### src/rtl/data_memory_arbiter_pkg.sv
// ---------------------------------------------------------------------------
// data_memory_arbiter_pkg
//   Shared definitions for the data-memory arbiter and its grant logic.
//   - clog2():     ceiling log2 with a floor of 1 bit, so that an index
//                  always has at least one bit.
//   - tag_width(): width of a read-return tag {valid, core index}.
//   - DEF_*:       default parameter values for the multi-core build.
// ---------------------------------------------------------------------------
package data_memory_arbiter_pkg;

  localparam int DEF_NUM_CORES   = 4;
  localparam int DEF_ADDR_W      = 8;
  localparam int DEF_DATA_W      = 16;
  localparam int DEF_MEM_LATENCY = 1;

  function automatic int clog2(input int value);
    int r;
    r = 1;
    for (int i = 1; i < 31; i++) begin
      if ((1 << i) < value) begin
        r = i + 1;
      end
    end
    return r;
  endfunction

  function automatic int tag_width(input int num_cores);
    return clog2(num_cores) + 1;
  endfunction

endpackage

### src/rtl/data_memory_arbiter_rr_arbiter.sv
// ---------------------------------------------------------------------------
// rr_arbiter
//   Combinational arbiter: request vector plus rotating pointer in, one-hot
//   grant plus encoded winner out. In round-robin mode the search starts at
//   ptr and wraps modulo NUM_CORES; in fixed-priority mode the pointer is
//   ignored and the lowest requesting index wins.
//
//   Ports:
//     req     in   NUM_CORES  request per requester
//     ptr     in   IDX_W      first index searched (round-robin mode)
//     grant   out  NUM_CORES  one-hot grant, all zero when nothing requests
//     winner  out  IDX_W      encoded winner, 0 when nothing requests
//     any     out  1          at least one request granted
// ---------------------------------------------------------------------------
module rr_arbiter
  import data_memory_arbiter_pkg::*;
#(
  parameter  int NUM_CORES      = DEF_NUM_CORES,
  parameter  int FIXED_PRIORITY = 0,
  localparam int IDX_W          = clog2(NUM_CORES)
) (
  input  logic [NUM_CORES-1:0] req,
  input  logic [IDX_W-1:0]     ptr,
  output logic [NUM_CORES-1:0] grant,
  output logic [IDX_W-1:0]     winner,
  output logic                 any
);

  int start_idx;
  int cand_idx;

  always_comb begin
    grant     = '0;
    winner    = '0;
    any       = 1'b0;
    cand_idx  = 0;
    start_idx = (FIXED_PRIORITY != 0) ? 0 : int'(ptr);
    // A pointer outside the core range can only come from a corrupted
    // state; restart the search at 0 rather than skipping requesters.
    if (start_idx >= NUM_CORES) begin
      start_idx = 0;
    end
    for (int k = 0; k < NUM_CORES; k++) begin
      cand_idx = start_idx + k;
      if (cand_idx >= NUM_CORES) begin
        cand_idx = cand_idx - NUM_CORES;
      end
      if (!any && req[cand_idx]) begin
        any             = 1'b1;
        winner          = IDX_W'(cand_idx);
        grant[cand_idx] = 1'b1;
      end
    end
  end

endmodule

### src/rtl/data_memory_arbiter.sv
// ---------------------------------------------------------------------------
// data_memory_arbiter
//   Shares one single-port, write-first data memory among NUM_CORES cores.
//   One access is issued per cycle (round robin or fixed priority); read
//   data is steered back to the requesting core by a tag shift register
//   that tracks the memory latency. Also ANDs sticky per-core end flags
//   into all_end_process.
//
//   Ports:
//     clock            in   1                   rising-edge clock
//     reset            in   1                   synchronous, active-high
//     core_req         in   NUM_CORES           access request per core
//     core_we          in   NUM_CORES           1 = write, 0 = read
//     core_addr        in   NUM_CORES*ADDR_W    core i at [i*ADDR_W +: ADDR_W]
//     core_wdata       in   NUM_CORES*DATA_W    core i at [i*DATA_W +: DATA_W]
//     core_grant       out  NUM_CORES           one-hot access issued now
//     core_rvalid      out  NUM_CORES           one-hot read data valid
//     core_rdata       out  DATA_W              shared read data
//     mem_write_en     out  1                   memory write_en0
//     mem_addr         out  ADDR_W              memory addr0
//     mem_datain       out  DATA_W              memory datain0
//     mem_dataout      in   DATA_W              memory dataout0
//     end_process_in   in   NUM_CORES           per-core end_process
//     all_end_process  out  1                   every core ended since reset
// ---------------------------------------------------------------------------
module data_memory_arbiter
  import data_memory_arbiter_pkg::*;
#(
  parameter int NUM_CORES      = DEF_NUM_CORES,
  parameter int ADDR_W         = DEF_ADDR_W,
  parameter int DATA_W         = DEF_DATA_W,
  parameter int MEM_LATENCY    = DEF_MEM_LATENCY,
  parameter int FIXED_PRIORITY = 0
) (
  input  logic                        clock,
  input  logic                        reset,
  input  logic [NUM_CORES-1:0]        core_req,
  input  logic [NUM_CORES-1:0]        core_we,
  input  logic [NUM_CORES*ADDR_W-1:0] core_addr,
  input  logic [NUM_CORES*DATA_W-1:0] core_wdata,
  output logic [NUM_CORES-1:0]        core_grant,
  output logic [NUM_CORES-1:0]        core_rvalid,
  output logic [DATA_W-1:0]           core_rdata,
  output logic                        mem_write_en,
  output logic [ADDR_W-1:0]           mem_addr,
  output logic [DATA_W-1:0]           mem_datain,
  input  logic [DATA_W-1:0]           mem_dataout,
  input  logic [NUM_CORES-1:0]        end_process_in,
  output logic                        all_end_process
);

  localparam int CORE_IDX_W = clog2(NUM_CORES);

  logic [CORE_IDX_W-1:0] rr_ptr;
  logic [NUM_CORES-1:0]  req_gated;
  logic [NUM_CORES-1:0]  grant_p0;
  logic [CORE_IDX_W-1:0] idx_p0;
  logic                  vld_p0;
  logic                  rd_p0;

  logic                  vld_p1 [MEM_LATENCY];
  logic [CORE_IDX_W-1:0] idx_p1 [MEM_LATENCY];

  logic [NUM_CORES-1:0]  end_seen;

  // ---- stage p0: arbitration and memory drive (combinational) ----
  // Requests are masked during reset so nothing is issued to memory.
  assign req_gated = reset ? '0 : core_req;

  rr_arbiter #(
    .NUM_CORES      (NUM_CORES),
    .FIXED_PRIORITY (FIXED_PRIORITY)
  ) u_rr_arbiter (
    .req    (req_gated),
    .ptr    (rr_ptr),
    .grant  (grant_p0),
    .winner (idx_p0),
    .any    (vld_p0)
  );

  assign core_grant   = grant_p0;
  // The arbiter reports winner 0 when idle, so the idle address/data are
  // simply core 0's.
  assign mem_addr     = core_addr[int'(idx_p0)*ADDR_W +: ADDR_W];
  assign mem_datain   = core_wdata[int'(idx_p0)*DATA_W +: DATA_W];
  assign mem_write_en = vld_p0 & core_we[idx_p0];
  assign rd_p0        = vld_p0 & ~core_we[idx_p0];

  always_ff @(posedge clock) begin
    if (reset) begin
      rr_ptr <= '0;
    end else if (vld_p0) begin
      rr_ptr <= (idx_p0 == CORE_IDX_W'(NUM_CORES - 1)) ? '0 : idx_p0 + 1'b1;
    end
  end

  // ---- stage p1: read tags shifted alongside the memory latency ----
  always_ff @(posedge clock) begin
    if (reset) begin
      for (int i = 0; i < MEM_LATENCY; i++) begin
        vld_p1[i] <= 1'b0;
      end
    end else begin
      vld_p1[0] <= rd_p0;
      for (int i = 1; i < MEM_LATENCY; i++) begin
        vld_p1[i] <= vld_p1[i-1];
      end
    end
  end

  always_ff @(posedge clock) begin
    idx_p1[0] <= idx_p0;
    for (int i = 1; i < MEM_LATENCY; i++) begin
      idx_p1[i] <= idx_p1[i-1];
    end
  end

  // ---- stage p2: registered read return ----
  always_ff @(posedge clock) begin
    if (reset) begin
      core_rvalid <= '0;
      core_rdata  <= '0;
    end else begin
      core_rvalid <= vld_p1[MEM_LATENCY-1]
                   ? (NUM_CORES'(1) << idx_p1[MEM_LATENCY-1]) : '0;
      if (vld_p1[MEM_LATENCY-1]) begin
        core_rdata <= mem_dataout;
      end
    end
  end

  // End flags are sticky; the AND includes this cycle's pulses so the
  // flag rises on the edge right after the last core ends.
  always_ff @(posedge clock) begin
    if (reset) begin
      end_seen        <= '0;
      all_end_process <= 1'b0;
    end else begin
      end_seen        <= end_seen | end_process_in;
      all_end_process <= &(end_seen | end_process_in);
    end
  end

endmodule

### config.mk
export PLATFORM = sky130hd
export DESIGN_NAME = data_memory_arbiter
export DESIGN_NICKNAME = d
export VERILOG_FILES = /design/src/rtl/data_memory_arbiter_pkg.sv /design/src/rtl/data_memory_arbiter_rr_arbiter.sv /design/src/rtl/data_memory_arbiter.sv
export SDC_FILE = /design/constraint.sdc
export NUM_CORES = 1
export LEC_CHECK = 0
export BUFFER_PORTS_ARGS = -buffer_cell sky130_fd_sc_hd__buf_2
export CORE_AREA = 10 10 89 91
export DETAILED_ROUTE_END_ITERATION = 10
export DIE_AREA = 0 0 99 101
export PLACE_DENSITY_LB_ADDON = 0.2
export SLEW_MARGIN = 20
export SYNTH_ARGS = -nofsm -noshare
export SYNTH_HDL_FRONTEND = slang
export SYNTH_HIERARCHICAL = 1
export SYNTH_SLANG_ARGS = --single-unit
### constraint.sdc
create_clock -name clock -period 3 [get_ports clock]
set_input_delay 0.3 -clock clock [delete_from_list [all_inputs] [get_ports clock]]
set_output_delay 0.3 -clock clock [all_outputs]
set_load 0.03 [all_outputs]
==> results.md <==
- The number of CTS-inserted buffers is 5.
- The residual antenna-violating net count after detailed routing is 0.
- The launch instance of the worst min-delay path is end_process_in[2].
- The timing startpoint of the critical path is rr_ptr[0]$_SDFFE_PP0P_.
- The setup slack after placement is 16.00 ps.
- The level count of the clock H-tree is 2.
- The post-layout minimum cycle time is 3040 ps.
- At the later pin of the worst-skew pair, clock insertion delay measures 270 ps.
- The remaining global-route overflow is 0.
- The wire length after detailed routing is 8.696 mm.
- The ratio of cells with drive above 1 in the final layout is 0.6892.
- The number of max-slew violations in the final report is 0.
- The nature of the critical path endpoint is an output port.
- The placer's final routability congestion estimate is 0.8019.
- In this run, placement finished with an instance count of 431.
- Once detailed placement completed, the half-perimeter wirelength came to 7.363 mm.
- Internal power comes to 2.364 mW.
- The net switching power is 1.856 mW.
- The worst register-to-register path begins at rr_ptr[0]$_SDFFE_PP0P_.
- The worst setup slack for register-to-register paths is 370 ps.
- Excluding fillers, the count of instances in the completed layout stands at 447.
- The cell area that synthesis handed to floorplanning was 2097 um2.
- The share of the Yosys chip area taken by registers is 0.2864.
- The analysis attributes to cell leakage a power of 1.704 nW.
- The number of iterations in the first detailed-routing pass is 4.
- In this run the mean area of a mapped cell was 12.19 um2.
- After floorplanning, the core was sized to cover 6205 um2.
- The net switching fraction of the power is 0.4397.
- For this run, the number of Yosys warnings is 6.
- Setup violations remaining at the end of the flow were counted as 23.
- The share of total power dissipated in the clock network is 0.076.
- Relative to the synthesized area, the layout overhead comes to 70.05%.
- The number of global-route vias before repair was 2406.
- The number of buffers between clock root and the deepest sink is 2.
- STA classifies the critical path startpoint as a flop.
- Entering global routing, the biggest net connects 29 pins.
- For this run, the total global-route usage over all layers was measured as 0.1670.
- For this design, the sink count on the clock tree is 30.
- The checks that failed: setup timing.
- The share of the synthesized area in the top cell type is 0.2864.
- The kind of critical path is flop to output port.
- From bottom edge to top edge, the die measures 101 um.
- The clock transition time at the flip-flop clock pins of the worst setup and hold paths is 60 ps.
- The worst voltage drop across the vdd grid is 0.8196 mV.
- The data arrival time of the critical path is 2740 ps.
- In the post-synthesis netlist, the biggest area contributors are dfxtp_1 29%, mux4_2 27%, mux2i_1 9.1%.
- Across all layers, the routed design uses 2267 vias.
- The run finished, with violations left.
- Setup repair after global routing could not meet its margin everywhere.
- The worst hold path was traced through 3 stages.
- The number of hold violations in the final report is 0.
- The number of antenna violations at the first check in global routing came to 0.
- The top-level port count is 176.
- The final net count is 504.
- The first-pass GRT wire length is 13.35 mm.
- The cell count after synthesis is 172.
- The worst register-to-register path ends at rr_ptr[0]$_SDFFE_PP0P_.
- The number of distinct standard cells referenced by the synthesized netlist is 33.
- The cell sitting at the root of the clock tree is a clkbuf_8.
- The total of max-cap violations is 0.
- The clock tree from TritonCTS is yes.
- Counting every net in the synthesized netlist gives 307.
- Measured in cells, the most critical reg-to-reg path has a length of 11.
- In the routed design, unresolved DRC markers number 0.
- After floorplanning, the core was divided into 29 placement rows.
- The combinational share of power is 0.786.
- During placement, the flow inserted port buffers numbering 175.
- The highest achievable clock rate is 0.3289 GHz.
- In this run the power density over the cells is 1183 nW/um2.
- Along the worst path, the maximum fanout reaches 10.
- At the pin with the least slew margin, the transition time is 1005 ps.
- The number of hold buffers added after CTS was 0.
- The top cell type by total area after synthesis is dfxtp_1.
- The worst hold endpoint is end_seen[2]$_SDFF_PP0_.
- The sequential power share is 0.138.
- The initial standard-cell utilization of the core is 0.3380.
- The worst hold path belongs to the class primary input to flop.
- Between clock sinks in the finished design, the worst skew comes to 1.901 ps.
- In this run the tightest slew margin relative to its limit is 0.3289.
- The wire length per cell is 19.45 um.
- The number of flip-flops and latches in the synthesized netlist is 30.
- The smallest setup slack after layout is -40.12 ps.
- The number of antenna repair diodes is 0.
- For the worst setup path, the data required time is 2700 ps.
- The die area is 9999 um2.
- Measured along the x axis, the die boundary spans 99 um.
- The fraction of the cycle the final worst path needs is 1.013.
- The vias per cell is 5.072.
- After the first detailed-routing iteration, the DRC count stood at 48.
==> worst max-delay path, cell delays in order, from the launching register on <==
cell,delay (ps)
dfxtp_4,360
buf_6,120
mux4_2,630
nor4b_4,330
nor2_1,70
a32o_2,310
buf_6,170
mux4_2,310
buf_6,160
==> power groups by stage <==
stage | Sequential (mW) | Clock [mW] | Combinational (mW)
final | 0.582 | 0.322 | 3.32
after global routing | 0.600 | 0.359 | 3.50
after CTS | 0.584 | 0.335 | 3.31
after detailed placement | 0.589 | 0 | 2.76
after global placement | 0.586 | 0 | 2.73
after floorplan | 0.645 | 0 | 1.90
==> placed cells by master (no fill, tap or decap), types with 2 or more instances in the layout <==
master / n
nor2_1: 27
buf_4: 18
ha_1: 8
nand2b_1: 3
buf_6: 31
buf_2: 150
clkbuf_8: 6
nor4_1: 2
nor4bb_1: 2
inv_2: 2
mux2i_1: 19
mux4_2: 28
dfxtp_1: 28
dfxtp_4: 2
a22oi_1: 8
nor2b_1: 4
buf_12: 4
o21ai_0: 4
==> per-layer routing <==
metal  GRT usage  routed length, um  vias to the layer above  share of wire
li1            -                  -                     1063              -
met1      0.1854               3310                     1091           0.38
met2      0.3126               4761                      101           0.55
met3     0.03704                500                       12          0.057
met4     0.04190                122                        0          0.014
met5           0                  0                        -              0
==> flip-flops by register name (all words and copies together), names as in the netlist <==
signal,count
end_seen,4
idx_p1,2
all_end_process,1
core_rvalid,4
vld_p1,1
core_rdata,16
rr_ptr,2
==> cells by family (layout without fill, tap and decap cells) <==
group,Yosys count,after routing,synth area share
simple gates,48,48,0.1295
mux,49,49,0.4147
compound gates,19,19,0.06205
buf+inv,17,215,0.05370
flops,30,30,0.2864
fa+ha+maj,9,9,0.05370
==> worst max-delay path by stage <==
| stage | end |
|---|---|
| global placement | mem_datain[10] |
| detailed placement | mem_datain[7] |
| global route | mem_datain[1] |
| floorplan | mem_datain[11] |
| CTS | mem_datain[7] |
| finish | mem_addr[2] |
==> area by class of cell <==
type	count	area, um2
clock inverters	1	5.005
multi-input cells	125	1416
flip-flops and latches	30	608.1
clock buffers	7	86.33
repair buffers	204	1343
well taps	77	96.34
inverters	3	11.26
fillers	548	2639
==> per-stage QoR <==
step	power (mW)	util	hold slack (ps)	instance area (um2)	setup TNS [ps]
finish	4.220	0.5747	249.7	3566	-554.2
global route	4.463	0.5747	246.3	3566	-3076
CTS	4.233	0.5717	246.5	3547	-849.7
detailed placement	3.346	0.5168	446.3	3207	0
global placement	3.319	0.5168	436.7	3207	0
floorplan	2.549	-	375.7	2128	0
==> cells in the mapped netlist, drive strengths merged <==
cell and number:
a21oi 1, mux2i 19, nor4b 2, nor3b 1, o221ai 1, nor3 1
mux4 29, or3b 1, mux2 1, o21ai 5, inv 3, o31ai 1
o211ai 1, dfxtp 30, buf 12, a22oi 8, nand2b 3, nor4bb 2
ha 9, nor2b 5, nor2 28, clkbuf 2, a32o 1, o22ai 1
and4b 1, and2 1, nor4 2, and2b 1
==> repair_timing <==
action / CTS / global route
buffers inserted: 7 / 1
endpoints found under the setup margin: 25 / 25
pin swaps: 5 / 3
gates cloned: 1 / 0
resized for setup: 64 / 5
Power figures use the tool's default switching activity.
